[src/rtl/imm_extend_pipe.sv]
// Decode-stage immediate extender with a registered valid/ready output and a one-entry skid buffer.
// Optional output-handshake counter enabled by defining IMM_PERF_CNT_EN.
module imm_extend_pipe #(
    parameter int INTEGER_WIDTH = 32,
    parameter int IMM_WIDTH     = 19,
    parameter int SHAMT         = 2,
    parameter int CNT_WIDTH     = 16
) (
    input  logic                     clk,
    input  logic                     rst,
    input  logic                     flush,
    input  logic                     in_valid,
    output logic                     in_ready,
    input  logic [IMM_WIDTH-1:0]     in_imm,
    input  logic [1:0]               in_mode,
    output logic                     out_valid,
    input  logic                     out_ready,
    output logic [INTEGER_WIDTH-1:0] out_imm
`ifdef IMM_PERF_CNT_EN
    ,
    output logic [CNT_WIDTH-1:0]     out_xfer_cnt
`endif
);

    localparam int PAD = INTEGER_WIDTH - IMM_WIDTH;

    if (IMM_WIDTH >= INTEGER_WIDTH || IMM_WIDTH + SHAMT > INTEGER_WIDTH || CNT_WIDTH < 1) begin : g_bad_params
        $error("imm_extend_pipe: illegal parameter combination");
    end

    logic                     oreg_valid_q, oreg_valid_d;
    logic [INTEGER_WIDTH-1:0] oreg_data_q,  oreg_data_d;
    logic                     skid_valid_q, skid_valid_d;
    logic [INTEGER_WIDTH-1:0] skid_data_q,  skid_data_d;
    logic [INTEGER_WIDTH-1:0] sext_imm;
    logic [INTEGER_WIDTH-1:0] ext_imm;
    logic                     accept;
    logic                     pop;

    always_comb begin
        sext_imm = {{PAD{in_imm[IMM_WIDTH-1]}}, in_imm};
        ext_imm  = sext_imm;
        case (in_mode)
            2'b00:   ext_imm = sext_imm;
            2'b01:   ext_imm = {{PAD{1'b0}}, in_imm};
            2'b10:   ext_imm = sext_imm << SHAMT;
            default: ext_imm = {in_imm, {PAD{1'b0}}};
        endcase
    end

    // in_ready depends only on registered state so out_ready never reaches it combinationally.
    assign in_ready  = !skid_valid_q;
    assign accept    = in_valid && in_ready;
    assign pop       = oreg_valid_q && out_ready;
    assign out_valid = oreg_valid_q;
    assign out_imm   = oreg_data_q;

    always_comb begin
        oreg_valid_d = oreg_valid_q;
        oreg_data_d  = oreg_data_q;
        skid_valid_d = skid_valid_q;
        skid_data_d  = skid_data_q;
        if (flush) begin
            oreg_valid_d = 1'b0;
            skid_valid_d = 1'b0;
        end else if (!oreg_valid_q || pop) begin
            // OREG is free this cycle: the skid entry is older than any new input.
            if (skid_valid_q) begin
                oreg_valid_d = 1'b1;
                oreg_data_d  = skid_data_q;
                skid_valid_d = 1'b0;
            end else if (accept) begin
                oreg_valid_d = 1'b1;
                oreg_data_d  = ext_imm;
            end else begin
                oreg_valid_d = 1'b0;
            end
        end else if (accept) begin
            skid_valid_d = 1'b1;
            skid_data_d  = ext_imm;
        end
    end

    always_ff @(posedge clk or posedge rst) begin
        if (rst) begin
            oreg_valid_q <= 1'b0;
            oreg_data_q  <= '0;
            skid_valid_q <= 1'b0;
            skid_data_q  <= '0;
        end else begin
            oreg_valid_q <= oreg_valid_d;
            oreg_data_q  <= oreg_data_d;
            skid_valid_q <= skid_valid_d;
            skid_data_q  <= skid_data_d;
        end
    end

`ifdef IMM_PERF_CNT_EN
    logic [CNT_WIDTH-1:0] cnt_q, cnt_d;

    always_comb begin
        cnt_d = cnt_q;
        if (pop && (cnt_q != {CNT_WIDTH{1'b1}})) begin
            cnt_d = cnt_q + CNT_WIDTH'(1);
        end
    end

    always_ff @(posedge clk or posedge rst) begin
        if (rst) begin
            cnt_q <= '0;
        end else begin
            cnt_q <= cnt_d;
        end
    end

    assign out_xfer_cnt = cnt_q;
`endif

endmodule
[config.mk]
export PLATFORM = sky130hd
export DESIGN_NAME = imm_extend_pipe
export DESIGN_NICKNAME = d
export VERILOG_FILES = /design/src/rtl/imm_extend_pipe.sv
export SDC_FILE = /design/constraint.sdc
export NUM_CORES = 1
export LEC_CHECK = 0
export CORE_MARGIN = 2
export CORE_UTILIZATION = 48
export CTS_CLUSTER_DIAMETER = 60
export DETAILED_ROUTE_END_ITERATION = 6
export HOLD_SLACK_MARGIN = 0.12
export MAX_ROUTING_LAYER = met4
export PLACE_DENSITY = 0.82
export SYNTH_ARGS = -nofsm -noshare
export SYNTH_HDL_FRONTEND = slang
export SYNTH_SLANG_ARGS = --single-unit
export TNS_END_PERCENT = 50
[constraint.sdc]
create_clock -name clk -period 2.1 [get_ports clk]
set_input_delay 0.42 -clock clk [delete_from_list [all_inputs] [get_ports clk]]
set_output_delay 0.42 -clock clk [all_outputs]
set_load 0.05 [all_outputs]
# Word level (Yosys, flattened, before mapping)
# Index checks and enable logic that the tools add are counted.
word_totals:
  ram_bits: 0
  ff_bits: 66
  wordCells: 29
  rom_bits: 0
  latchBits: 0
  output_inout_bits: 34
  n_memories: 0
op_classes:
  mux: 10
  n_addsub: 0
  n_reduce_logical: 11
  order_cmp: 0
  n_shift: 0
  n_mul: 0
  n_bitwise: 2
  n_div: 0
  eq_ne: 2
ops:
  columns: ["operator", "n"]
  rows:
  - ["$pmux 32 s3", 1]
  - ["$mux 32", 2]
  - ["$mux 1", 7]
  - ["$reduce_and 3->1", 2]
  - ["$reduce_bool 2->1", 2]
  - ["$reduce_bool 3->1", 1]
  - ["$eq 2x1->1 const B", 1]
  - ["$eq 2x2->1 const B", 1]
  - ["$logic_and 1x1->1", 2]
  - ["$logic_not 1->1", 2]
  - ["$logic_not 2->1", 1]
  - ["$not 1->1", 2]
  - ["$logic_or 1x1->1", 1]

# Longest topological paths before layout
# Gate-level depths: netlist of the first run.
logic_depth:
  word_depth: 6
  ltp_mapped: 6
  ltp_nobuf: 3

# Worst setup path before layout of the first run
# Ideal clock, no wire load.
synth_timing:
  kind: "register to register"
  start: "register oreg_valid_q, in the netlist out_valid"
  end: "register skid_data_q[10]"
  path_slack_ns: 0.408
  setup_ns: 0.125
  period_less_slack_ns: 1.692
  n_path_buf: 2
  required_time_ns: 1.975
  path_stages_with_launch: 6
  t_arrival_ns: 1.567
  path_cell_list: "dfrtp_1 > nor2b_1 > buf_4 > nand3_2 > buf_2 > mux2_2"
synth_between:
  elab_chain_len: 4
  word_cells_on_any_way: 5
  classes_between: "bitwise: 1; reduce/logical: 4"
synth_lines:
  columns: ["element", "line_no", "text"]
  rows:
  - ["from (decl)", "31", "logic oreg_valid_q, oreg_valid_d;"]
  - ["from (signal assigned)", "91", "oreg_valid_q <= oreg_valid_d;"]
  - ["$logic_not 1->1 / $logic_and 1x1->1 (equally long branches)", "66, 54", null]
  - ["$logic_or 1x1->1 (*)", "66", "end else if (!oreg_valid_q || pop) begin"]
  - ["$not 1->1 (no line) (*)", null, null]
  - ["$reduce_and 3->1 (no line) (*)", null, null]
  - ["to (signal assigned)", "94", "skid_data_q <= skid_data_d;"]
  - ["to (decl)", "34", "logic [INTEGER_WIDTH-1:0] skid_data_q, skid_data_d;"]
# Mark *: on every way between the ends. The rest lies on a longest branch, timed or not.
# A chain may end at the register's enable or synchronous reset.

# Worst setup path in the final report of the first run
layout_timing:
  start: "register oreg_data_q[19], in the netlist out_imm[19]"
  end: "output port out_imm[19]"
layout_lines:
  columns: ["element", "line_no", "text"]
  rows:
  - ["from (decl)", "32", "logic [INTEGER_WIDTH-1:0] oreg_data_q, oreg_data_d;"]
  - ["from (signal assigned)", "92", "oreg_data_q <= oreg_data_d;"]
  - ["to (decl)", "18", "output logic [INTEGER_WIDTH-1:0] out_imm"]
# No word-level cell between the ends.

==> results of run 1 <==
-- flip-flops by register name, summed over array words and instances, names as in the netlist --
| signal | cells |
|---|---|
| out_imm | 32 |
| out_valid | 1 |
| skid_data_q | 32 |
| skid_valid_q | 1 |
-- metrics by stage --
stage,util [%],cells,total power (W),area (um2)
3_5_place_dp,60.81,464,0.002907,4154
2_1_floorplan,-,321,0.002477,3411
4_1_cts,63.68,480,0.003979,4350
5_1_grt,63.68,480,0.004147,4350
6_report,63.68,480,0.003965,4350
3_3_place_gp,60.81,464,0.002869,4154
-- cells by family after synthesis --
| group | Yosys count | share of synthesized area, % |
|---|---|---|
| buffers and inverters | 44 | 6.309 |
| and+or+nand+nor | 52 | 7.411 |
| muxes | 47 | 15.22 |
| DFF | 66 | 48.42 |
| AOI/OAI and AO/OA | 112 | 22.63 |
-- final cells by class --
cell class	count	area, um2	share of cell area [%]
Clock buffer	12	145.1	3.336
Clock inverter	4	51.30	1.179
Inverter	14	52.55	1.208
Multi-Input combinational cell	211	1544	35.49
Sequential cell	66	1652	37.96
Tap cell	96	120.1	2.761
Timing Repair Buffer	77	785.8	18.06
-- worst max path at each step --
stage / to / cells past startpoint
after CTS: out_imm[19] / 1
after floorplan: out_imm[0] / 1
after global placement: out_imm[18] / 5
after detailed placement: out_imm[17] / 5
final: out_imm[19] / 1
after global routing: out_imm[19] / 1
-- routing by layer --
layer  vias to the layer above  GRT usage [%]
li1                       1300              -
met1                      1399          31.74
met2                       103          36.23
met3                        14          5.410
met4                         0          8.678
met5                         -              -
-- layout by cell type (no fill, tap or decap), types with 2 or more instances in the layout --
cell type        instances
nor2b_1                  6
buf_12                   5
a211oi_1                11
nand2b_1                 8
mux2i_1                 20
a221oi_1                11
nand2_1                  6
inv_1                   11
nor3_1                   2
and2_1                   3
clkdlybuf4s50_1         58
o21ai_0                 35
a21oi_1                 11
o221ai_1                 6
a31oi_1                  2
buf_4                   14
a22o_1                  12
mux2_2                  23
o31ai_1                 22
clkbuf_8                10
clkbuf_1                 2
mux2_4                   4
inv_2                    3
dfrtp_1                 66
nor2_1                  24
-- power breakdown --
group	switching, W	internal, W	total (W)
registers	0.000143	0.00154	0.00168
clock network	0.000498	0.000582	0.00108
logic	0.000716	0.000487	0.00120
total	0.00136	0.00261	0.00397
==> run metrics, run 1 <==
vias per inst roughly 6; layout cells sized above 1 between 10% and 20%; critical path data required time ~1700 ps; worst hold slack 475.6 ps; vias post-DR 2,816; Post-CTS Setup Bufs 0; die width 88.30 um; CTS Buf Count 9; Syn. warnings 0; Clock Root Buffer clkbuf_8; #FFs+latches synth 66; Avg Inst Size Synth between 10 and 15 um2; worst slew pin tran ~540 ps; Final Skew roughly 10 ps; Synth top area share 48.42%; CTS max path bufs 2; die area approximately 0.0078 mm2; Relative slew margins between 60% and 70%; final WL around 8500 um; Max H-tree Level 3; fmax about 510 MHz; endpoints failing hold 0; core footprint 0.006832 mm2; Static Leakage 1.936 nW; delay-heaviest family, CP buffers and inverters; post-place setup slack -65.63 ps; fin. max-slew vios 0; Worst Reg-to-Reg Cells 4; Clock Sinks 66; Async SR Flop Fraction 100.0%; vias in the first global route about 2,800; crit-path max cell delay ~820 ps; Startpoint Class register; MaxCap Viol Count 0; Max VDD drop roughly 0.00051 V; dpl hpwl between 5000 and 6000 um; routed length per instance 17.64 um; I/O Buffers 59; crit path max-delay cell type clkdlybuf4s50_1; Buffers & Inverters on Critical Path 1; Critical Setup Path Class register to output pin; syn_nets 347; remaining antenna violation count 0; Final GP Congestion roughly 0.9; critical register-to-register path startpoint out_valid; ANT cells 0; met2 wire len between 4000 and 5000 um; Routed met3 length about 440 um; final setup violation count 0; pin count of the biggest net entering global routing 67; # DRC 0; area delta synth->final 27.55%; num rows 30; number of synthesized flops with an enable pin 0; total gr overflow 0; count leader, synth dfrtp_1; Post-Syn Area 0.003411 mm2; Fillers 542; post-synth top area cell dfrtp_1; first-pass GRT wire length ~14,000 um; overall routing resource usage about a quarter; CP Capture Type output pin; main area contributors after synthesis dfrtp_1, mux2_2, mux2i_1, o21ai_0, o31ai_1; setup total negative slack 0 ps; PnR worst setup slack roughly 130 ps; crit-path max FO 2; reg2reg end out_imm[18]; R2R setup slack 410 ps; Pwr per Cell Area between 900 and 1000 mW/mm2; Clock Latency Late Sink approximately 350 ps; prevailing post-synth register cell dfrtp_1; RSZ-0062 raised after global routing no; 1st-pass router iterations 4; CP cell instances clkdlybuf4s50_1; CTS Hold Bufs 0; CTS tree built; post_cts resized 0; Mapped Cells 321; Critical Path Start out_imm[19]; final net count between 400 and 500; min cycle time layout 1973 ps; Distinct cells, synth 29; post-route clock period utilization between 90% and 100%; initial antenna violation count 0; CP Data Arrival Time around 1600 ps; Top Ports 60; die height 88.30 um; Commonest cells post-synth dfrtp_1, o21ai_0, nor2_1, mux2_2, o31ai_1; Metal-1 WL between 3000 and 4000 um; clk slew on worst S/H paths about 80 ps; worst min path class primary input to asynchronous set/reset pin; register area share after synthesis 48.42%; initial DRC count 245; uppermost routed layer met4; outcome finished clean; initial core utilization 49.93%
Note: power is estimated with default switching activity, not from simulation.
==> inputs of run 2 (changes only) <==
--- a/config.mk
+++ b/config.mk
@@ -5,13 +5,16 @@
 export SDC_FILE = /design/constraint.sdc
 export NUM_CORES = 1
 export LEC_CHECK = 0
+export CAP_MARGIN = 20
+export CELL_PAD_IN_SITES_DETAIL_PLACEMENT = 0
+export CELL_PAD_IN_SITES_GLOBAL_PLACEMENT = 1
 export CORE_MARGIN = 2
-export CORE_UTILIZATION = 48
+export CORE_UTILIZATION = 37
 export CTS_CLUSTER_DIAMETER = 60
 export DETAILED_ROUTE_END_ITERATION = 6
 export HOLD_SLACK_MARGIN = 0.12
 export MAX_ROUTING_LAYER = met4
-export PLACE_DENSITY = 0.82
+export PLACE_DENSITY = 0.81
 export SYNTH_ARGS = -nofsm -noshare
 export SYNTH_HDL_FRONTEND = slang
 export SYNTH_SLANG_ARGS = --single-unit
==> run metrics, run 2 (synthesis results as in run 1) <==
Startpoint Class register (unchanged); critical path data required time 1680 ps (about the same); RSZ-0062 raised after global routing no (unchanged); pin count of the biggest net entering global routing 67 (unchanged); die area 0.01000 mm2 (was 0.007796 mm2); crit-path max FO 2 (unchanged); layout cells sized above 1 17.19% (was 16.93%); vias per inst 5.739 (was 5.867); total gr overflow 0 (unchanged); Multi-input gate area 0.001544 mm2 (unchanged); dpl cell area 0.004193 mm2 (was 0.004154 mm2); Final Skew 8.172 ps (was 10.39 ps); core footprint 0.009109 mm2 (was 0.006832 mm2); overall routing resource usage 19.26% (was 23.92%); final WL 8943 um (was 8467 um); CP cell instances clkdlybuf4s50_1 (unchanged); outcome finished clean (unchanged); remaining antenna violation count 0 (unchanged); worst min path class primary input to asynchronous set/reset pin (unchanged); setup total negative slack 0 ps (unchanged); I/O Buffers 59 (unchanged); Pwr per Cell Area 879.5 mW/mm2 (was 911.5 mW/mm2); fin. max-slew vios 0 (unchanged); delay-heaviest family, CP buffers and inverters (unchanged); # DRC 0 (unchanged); ANT cells 0 (unchanged); Max VDD drop 0.0003620 V (was 0.0005066 V); Max H-tree Level 3 (unchanged); final net count 406 (was 405); crit path max-delay cell type clkdlybuf4s50_1 (unchanged); CTS max path bufs 2 (unchanged); area taken by flip-flops and latches 0.001652 mm2 (unchanged); Clock Sinks 66 (unchanged); P_int 0.002485 W (was 0.002609 W); Static Leakage 1.930 nW (was 1.936 nW); final setup violation count 0 (unchanged); sequential fraction of design power 43.8% (was 42.4%); MaxCap Viol Count 0 (unchanged); min cycle time layout 1980 ps (was 1973 ps); commonest cells after routing, fill and taps aside dfrtp_1, clkdlybuf4s50_1, o21ai_0 (unchanged); non-filler cells, final 495 (was 480); commonest non-fill, non-tap cell in the layout dfrtp_1 (unchanged); post_cts resized 0 (unchanged); CTS Hold Bufs 0 (unchanged); CTS Buf Count 9 (unchanged); fmax 505.1 MHz (was 507.0 MHz); Comb pwr share 31.5% (was 30.3%); routed length per instance 18.07 um (was 17.64 um); num rows 35 (was 30); CTS tree built (unchanged); Top Ports 60 (unchanged); clk slew on worst S/H paths 70 ps (was 80 ps); Switching Share 35.23% (was 34.20%); Clock Root Buffer clkbuf_8 (unchanged); CP Data Arrival Time 1560 ps (was 1550 ps); initial antenna violation count 0 (unchanged); total chip power 0.003837 W (was 0.003965 W); first-pass GRT wire length 14,410 um (was 13,590 um); endpoints failing hold 0 (unchanged); placed cell count 480 (was 464); 1st-pass router iterations 5 (was 4); vias post-DR 2,841 (was 2,816); Buffers & Inverters on Critical Path 1 (unchanged); die width 100.0 um (was 88.30 um); Final GP Congestion 0.8158 (was 0.9138); area delta synth->final 27.92% (was 27.55%); Clock Latency Late Sink 340 ps (was 350 ps); vias in the first global route 2,742 (was 2,776); Finished Cell Area 0.004363 mm2 (was 0.004350 mm2); Post-CTS Setup Bufs 0 (unchanged); R2R setup slack 530 ps (was 410 ps); initial DRC count 137 (was 245); Relative slew margins 65.71% (was 64.25%); die height 100.0 um (was 88.30 um); Clock Power Share 24.7% (was 27.2%); NetSw 0.001352 W (was 0.001356 W); CP Capture Type output pin (unchanged); post-route clock period utilization 94.28% (was 93.93%); Fillers 865 (was 542); worst slew pin tran 512.7 ps (was 535.2 ps); initial core utilization 37.45% (was 49.93%); crit-path max cell delay 820 ps (about the same); dpl hpwl 5912 um (was 5658 um); Critical Setup Path Class register to output pin (unchanged)
==> run 2: cell types whose count changed in the layout (fill, tap and decap cells not counted) <==
| cell | change |
|---|---|
| buf_12 | +1 |
| bufinv_16 | -1 |
| clkinvlp_4 | +1 |
| clkbuf_1 | -1 |
==> run 2: metrics by stage <==
step           setup slack, ps  utilization, %  hold WS [ps]
3_3_place_gp             138.6           46.03         479.7
2_1_floorplan            25.19               -         471.3
3_5_place_dp             124.2           46.03         493.6
6_report                 120.2           47.90         450.0
5_1_grt                  84.53           47.90         505.5
4_1_cts                  103.5           47.90         479.6
==> run 2: worst min-delay path, cell delays in order <==
cell,delay [ps]
clkdlybuf4s50_1,410
inv_2,70
buf_12,280
==> run 2: power by group through the flow <==
| stage | Sequential, W | Combinational, W | Clock (W) |
|---|---|---|---|
| global route | 0.00171 | 0.00129 | 0.00102 |
| floorplan | 0.00205 | 0.000430 | 0 |
| global placement | 0.00170 | 0.00119 | 0 |
| finish | 0.00168 | 0.00121 | 0.000949 |
| detailed placement | 0.00170 | 0.00122 | 0 |
| CTS | 0.00168 | 0.00122 | 0.000972 |
==> run 2: final cells by class <==
| class | instances | area share, % |
|---|---|---|
| Tap cell | 111 | 3.183 |
| Multi-Input combinational cell | 211 | 35.39 |
| Sequential cell | 66 | 37.85 |
| Clock buffer | 11 | 3.241 |
| Clock inverter | 4 | 0.6596 |
| Timing Repair Buffer | 78 | 18.47 |
| Inverter | 14 | 1.204 |
==> run 2: final timing paths <==
| check | start | end | cells past startpoint |
|---|---|---|---|
| hold / removal | rst | out_imm[6] | 3 |
| min in group clk | skid_data_q[5] | skid_data_q[5] | 1 |
| setup reg to reg | skid_valid_q | out_imm[16] | 4 |
| setup / recovery | out_imm[19] | out_imm[19] | 1 |
| hold reg to reg | skid_data_q[5] | skid_data_q[5] | 1 |
| max in group asynchronous | rst | out_imm[3] | 3 |
==> run 2: layer usage <==
| metal | global-route usage (%) | part of all wire, % |
|---|---|---|
| met5 | - | 0 |
| met4 | 6.955 | 0.78 |
| met3 | 3.900 | 4.9 |
| met2 | 28.95 | 47 |
| met1 | 26.03 | 47 |
